## src/rtl/soc_dbus.sv

```systemverilog
// rtl/soc_dbus.sv - CPU data-bus bridge: address decode, per-slave wait states, read-data return.
// One access at a time: IDLE -> ACCESS (wait+1 cycles) -> DONE, or IDLE -> ERR for unmapped addresses.
module soc_dbus #(
  parameter int                  N_SLV    = 4,
  parameter logic [N_SLV*32-1:0] SLV_BASE = {32'h3000_0000, 32'h2000_0000, 32'h1000_0000, 32'h0000_0000},
  parameter logic [N_SLV*32-1:0] SLV_MASK = {32'hFFFF_FF00, 32'hFFFF_FF00, 32'hFFFF_F000, 32'hFFFF_0000},
  parameter logic [N_SLV*4-1:0]  SLV_WAIT = 16'h3210
) (
  input  logic                clk,
  input  logic                rst,
  input  logic [31:0]         data_addr_i,
  input  logic [31:0]         data_i,
  input  logic                data_we_i,
  input  logic                data_re_i,
  input  logic [2:0]          data_size_i,
  output logic [31:0]         data_o,
  output logic                stall_o,
  output logic                err_o,
  output logic [N_SLV-1:0]    s_sel_o,
  output logic [31:0]         s_addr_o,
  output logic [31:0]         s_wdata_o,
  output logic                s_we_o,
  output logic                s_re_o,
  output logic [2:0]          s_size_o,
  input  logic [N_SLV*32-1:0] s_rdata_i
);

  typedef enum logic [1:0] {IDLE, ACCESS, DONE, ERR} state_t;

  state_t      state, state_nxt;
  logic [3:0]  cnt;
  logic [2:0]  idx;
  logic        dir_we;
  logic        req;
  logic        hit;
  logic [2:0]  hit_idx;
  logic [3:0]  hit_wait;
  logic [31:0] rdata_sel;

  assign req = data_we_i | data_re_i;

  // Lowest matching index wins, so later matches are ignored once hit is set.
  always_comb begin
    hit      = 1'b0;
    hit_idx  = '0;
    hit_wait = '0;
    for (int i = 0; i < N_SLV; i++) begin
      if (!hit && ((data_addr_i & SLV_MASK[32*i +: 32]) ==
                   (SLV_BASE[32*i +: 32] & SLV_MASK[32*i +: 32]))) begin
        hit      = 1'b1;
        hit_idx  = 3'(i);
        hit_wait = SLV_WAIT[4*i +: 4];
      end
    end
  end

  always_comb begin
    rdata_sel = '0;
    for (int i = 0; i < N_SLV; i++) begin
      if (idx == 3'(i)) rdata_sel = s_rdata_i[32*i +: 32];
    end
  end

  always_comb begin
    state_nxt = state;
    stall_o   = 1'b0;
    err_o     = 1'b0;
    s_sel_o   = '0;
    s_we_o    = 1'b0;
    s_re_o    = 1'b0;
    case (state)
      IDLE: begin
        if (req) begin
          stall_o   = 1'b1;
          state_nxt = hit ? ACCESS : ERR;
        end
      end
      ACCESS: begin
        stall_o = 1'b1;
        s_sel_o = N_SLV'(1) << idx;
        s_re_o  = !dir_we;
        s_we_o  = dir_we && (cnt == 4'd0);
        if (cnt == 4'd0) state_nxt = DONE;
      end
      DONE: state_nxt = IDLE;
      ERR: begin
        err_o     = 1'b1;
        state_nxt = IDLE;
      end
      default: state_nxt = IDLE;
    endcase
  end

  always_ff @(posedge clk) begin
    if (rst) begin
      state     <= IDLE;
      cnt       <= '0;
      idx       <= '0;
      dir_we    <= 1'b0;
      data_o    <= '0;
      s_addr_o  <= '0;
      s_wdata_o <= '0;
      s_size_o  <= '0;
    end else begin
      state <= state_nxt;
      case (state)
        IDLE: begin
          if (req && hit) begin
            idx       <= hit_idx;
            dir_we    <= data_we_i;
            cnt       <= hit_wait;
            s_addr_o  <= data_addr_i;
            s_wdata_o <= data_i;
            s_size_o  <= data_size_i;
          end else if (req) begin
            data_o <= '0;
          end
        end
        ACCESS: begin
          if (cnt == 4'd0) begin
            if (!dir_we) data_o <= rdata_sel;
          end else begin
            cnt <= cnt - 4'd1;
          end
        end
        default: ;
      endcase
    end
  end

endmodule

```

## config.mk

```make
export PLATFORM = sky130hd
export DESIGN_NAME = soc_dbus
export DESIGN_NICKNAME = d
export VERILOG_FILES = /design/src/rtl/soc_dbus.sv
export SDC_FILE = /design/constraint.sdc
export NUM_CORES = 1
export LEC_CHECK = 0
export ABC_AREA = 1
export CAP_MARGIN = 20
export CORE_AREA = 2 2 119 121
export DETAILED_ROUTE_END_ITERATION = 10
export DIE_AREA = 0 0 121 123
export PLACE_DENSITY = 0.81
export SYNTH_ARGS = -nofsm -noshare
export SYNTH_HDL_FRONTEND = slang
export SYNTH_SLANG_ARGS = --single-unit
```

## constraint.sdc

```tcl
create_clock -name clk -period 3.2 [get_ports clk]
set_input_delay 0.64 -clock clk [delete_from_list [all_inputs] [get_ports clk]]
set_output_delay 0.64 -clock clk [all_outputs]
set_load 0.1 [all_outputs]
```

==> results.md <==
Run status:
- The run finished with clean final reports.

Setup path:
- The critical setup path kind is reg2out.
- The peak fanout along the critical path is 17.
- The worst endpoint required time is 2560 ps.
- The worst register-to-register path has a depth of 10.
- The startpoint of the worst-slack reg-to-reg timing path is state[1].
- The data arrival time of the critical path is 2140 ps.
- The endpoint kind of the worst setup timing path is an output port.
- The endpoint of the worst register-to-register path is data_o[0].
- The category of the worst setup path launch point is a register.
- The reg-to-reg setup timing slack is 1010 ps.

Power:
- The net switching power of the design is 1.36 mW.
- Of the total power, registers draw 38.0%.
- The total leakage power is 3.71 nW.
- Internal power comes to 2.45 mW.
- The logic gate share of total power is 32.3%.
- In this run switching power makes up 35.6% of total power.
- The fraction of power consumed by the clock network is 29.7%.
- The total power of the final layout is 3.81 mW.
- VDD sags by at most 0.242 mV.
- The power per unit of standard cell area is 454 nW/um^2.

CTS:
- The total CTS buffers is 9.
- The clock input transition at the sequential cells of the worst setup and hold paths is 80 ps.
- No sink is reached through more buffers than the 2 on the longest clock path.
- The level count of the clock H-tree is 3.
- In this run, post-CTS hold repair placed 0 buffers.
- In this run, post-CTS repair resized a total of 0 instances.
- CTS placed an instance of sky130_fd_sc_hd__clkbuf_16 at the clock tree root.
- The setup fix buffers added after clock tree synthesis is 0.
- The clock reaches the later pin of the worst-skew pair after 340 ps.
- The TritonCTS clock tree is yes.
- The clock sink total is 108.

GRT:
- The via count of the first global-routing pass is 5,413.
- The total congestion overflow is 0.
- Entering global routing, the biggest net connects 121 pins.
- The global-route wire length before repair is 26,600 um.
- The total global routing track utilization is 22.2%.
- The number of antenna violations at the first check in global routing came to 0.

Synth:
- The largest area contributor in the synthesized netlist is sky130_fd_sc_hd__dfxtp_1.
- In this run, synthesis produced a sequential element count of 108.
- The synthesized netlist devotes 17.9% of its cell area to compound gates.
- Multiplexer cells account for 0% of the synthesized area.
- Of the synthesized area, sequential elements account for 42.0%.
- The post-synthesis share of cell area spent on full adders, half adders and majority gates is 0.486%.
- The number of warnings issued by yosys is 0.
- In this run the biggest area consumer among cell types represents 42.0% of the synthesized area.
- The netlist uses 31 different library cells.
- The xor/xnor share of the synthesized area is 0.340%.
- Sorting the synthesized cells by area gives the leading types as sky130_fd_sc_hd__dfxtp_1, sky130_fd_sc_hd__nor2_1, sky130_fd_sc_hd__nand3_1.
- The post-synthesis share of cell area spent on and, or, nand and nor gates is 27.0%.
- The total nets after synthesis is 960.
- After synthesis, the largest family of logic cells by area is simple AND/OR/NAND/NOR gates.
- After synthesis, the mean cell area works out to 6.79 sq um.
- The mapped cell area is 5150 sq um.
- The number of standard cells after synthesis is 759.

Placed design:
- At the end of routability-driven placement, the weighted congestion stood at 0.838.
- The count of buffers added on input and output ports is 305.
- The total half-perimeter wirelength after legalization and detailed placement is 13,100 um.

Timing:
- The number of hold violations in the final report is 0.
- The final setup TNS is 0 ps.
- The count of pins over their slew limit is 0.
- Setup repair after global routing left no endpoint under its margin.
- The setup-violating endpoint count in the final report is 0.
- The headroom to the max-slew limit is 61.6%.
- Timing would allow up to 359 MHz.
- At the pin with the least slew margin, the transition time is 576 ps.
- The final critical path takes up 86.9% of the cycle.
- The routed design could run at a clock period as short as 2780 ps.
- Across the routed clock network, the largest skew measured is 8.31 ps.

Drt:
- The iteration-0 DRC count of the detailed router is 309.
- The routed length per instance is 14.1 um.
- The final route contains 5,801 vias.
- For this run, design rule violations remaining after detail routing come to 0.
- The detailed-route wire length is 17,300 um.
- The iteration count of the initial detailed-routing pass is 4.
- After detailed routing, the number of vias per cell comes to 4.75.
- In this run the remaining antenna-violating nets after routing total 0.

Hold path:
- The worst hold path passes through 2 cells.
- The path class of the tightest hold or removal check is reg2reg.
- In this run the most critical hold path is launched from s_wdata_o[12].
- The worst hold path terminates at s_wdata_o[12].

Layout:
- The final-layout fill cell count is 1,237.
- From synthesis to final layout, the design area changed by 63.1%.
- 0 antenna diodes ended up in the layout.
- Cells fill 61.7% of the core in the end.
- The library cell used most frequently in the layout, excluding fill and tap cells, is sky130_fd_sc_hd__clkdlybuf4s50_1.
- The top cell types in the final layout, fill and taps aside, are sky130_fd_sc_hd__clkdlybuf4s50_1, sky130_fd_sc_hd__nor2_1, sky130_fd_sc_hd__buf_4.
- The net count of the finished layout is 1,238.
- The fraction of layout cells with a size suffix above 1 is 14.7%.

Flow run:
- Across the run, the number of max-cap violations was 0.

Floorplanning:
- The die width is 121 um.
- Pin placement for this block handled 306 I/O pins.
- The number of core rows is 43.
- The die area is 14,900 sq um.
- The initial core utilization is 37.8%.
- After floorplanning, the core was sized to cover 13,600 sq um.
- The die is 123 um tall.
## area by class of cell
class	instances	area [sq um]	share of cell area [%]
sequential	108	2160	25.7
inverter	100	375	4.47
timing repair buffer	318	2970	35.4
multi-input combinational	500	2360	28.2
clock buffer	10	229	2.73
tap	180	225	2.68
clock inverter	6	72.6	0.864
## cells by family after synthesis
family,after synthesis
AO/OA/AOI/OAI,169
XOR/XNOR,2
adder cells (fa/ha/maj),2
buffers and inverters,151
flip-flops,108
AND/OR/NAND/NOR,327
## how the worst max path moves through the flow
stage,start,end,cells past startpoint
detailed placement,data_addr_i[12],data_o[23],12
CTS,state[1],s_sel_o[3],7
global placement,data_addr_i[12],data_o[23],12
floorplan,idx[1],s_sel_o[0],5
global route,state[1],s_sel_o[3],7
finish,state[1],s_sel_o[3],7
## sequential cells by signal, indices dropped and copies added (netlist names)
name,count
cnt,4
data_o,32
s_wdata_o,32
state,2
dir_we,1
s_size_o,3
s_addr_o,32
idx,2
## cells in the mapped netlist
cell type                  instances
sky130_fd_sc_hd__nor2_1          134
sky130_fd_sc_hd__dfxtp_1         108
sky130_fd_sc_hd__nand2_1          94
sky130_fd_sc_hd__inv_1            93
sky130_fd_sc_hd__nand3_1          82
sky130_fd_sc_hd__o21ai_0          60
sky130_fd_sc_hd__a21oi_1          57
sky130_fd_sc_hd__clkbuf_1         22
sky130_fd_sc_hd__buf_2            18
sky130_fd_sc_hd__o21ai_1          18
sky130_fd_sc_hd__o22ai_1          14
sky130_fd_sc_hd__o211ai_1         12
sky130_fd_sc_hd__a22oi_1           6
sky130_fd_sc_hd__buf_6             5
sky130_fd_sc_hd__inv_2             5
sky130_fd_sc_hd__buf_1             4
sky130_fd_sc_hd__nand2_2           3
sky130_fd_sc_hd__nor3_1            3
sky130_fd_sc_hd__and2_1            2
sky130_fd_sc_hd__buf_4             2
sky130_fd_sc_hd__clkinv_1          2
sky130_fd_sc_hd__ha_1              2
sky130_fd_sc_hd__nand4_1           2
sky130_fd_sc_hd__nor2_2            2
sky130_fd_sc_hd__nor2_4            2
sky130_fd_sc_hd__xnor2_1           2
sky130_fd_sc_hd__a21oi_4           1
sky130_fd_sc_hd__nand3_4           1
sky130_fd_sc_hd__o21bai_1          1
sky130_fd_sc_hd__or2_0             1
sky130_fd_sc_hd__or2_2             1
## through the flow
step	cells	setup slack, ps	hold WS (ps)	cell area (sq um)
5_1_grt	1222	331	462	8400
3_3_place_gp	1206	582	431	8100
6_report	1222	418	444	8400
3_5_place_dp	1206	496	436	8100
2_1_floorplan	759	414	468	5160
4_1_cts	1222	402	447	8400
## metal layers
layer  routed length [um]  up-vias  share of wire (%)  track usage [%]
met2                 8310      238                 48             38.1
met5                    0        -                  0                0
li1                     -     2988                  -                -
met4                  264        0                1.5             6.03
met3                 1660       18                9.6             7.10
met1                 7050     2557                 41             26.7
## critical path, stage by stage, from the launching register on
cell                       delay, ps
sky130_fd_sc_hd__dfxtp_1         330
sky130_fd_sc_hd__inv_1            60
sky130_fd_sc_hd__nand2_2         260
sky130_fd_sc_hd__inv_2           240
sky130_fd_sc_hd__nand2_1         110
sky130_fd_sc_hd__buf_4           200
sky130_fd_sc_hd__clkinv_1        310
sky130_fd_sc_hd__buf_12          280
## power by group through the flow
| stage | logic, mW | registers [mW] | clock network [mW] |
|---|---|---|---|
| after floorplan | 0.358 | 1.92 | 0 |
| after global routing | 1.31 | 1.46 | 1.22 |
| after CTS | 1.24 | 1.45 | 1.16 |
| after detailed placement | 1.23 | 1.48 | 0 |
| final | 1.23 | 1.45 | 1.13 |
| after global placement | 1.22 | 1.48 | 0 |
No activity file was read; power rests on OpenSTA's default activity.
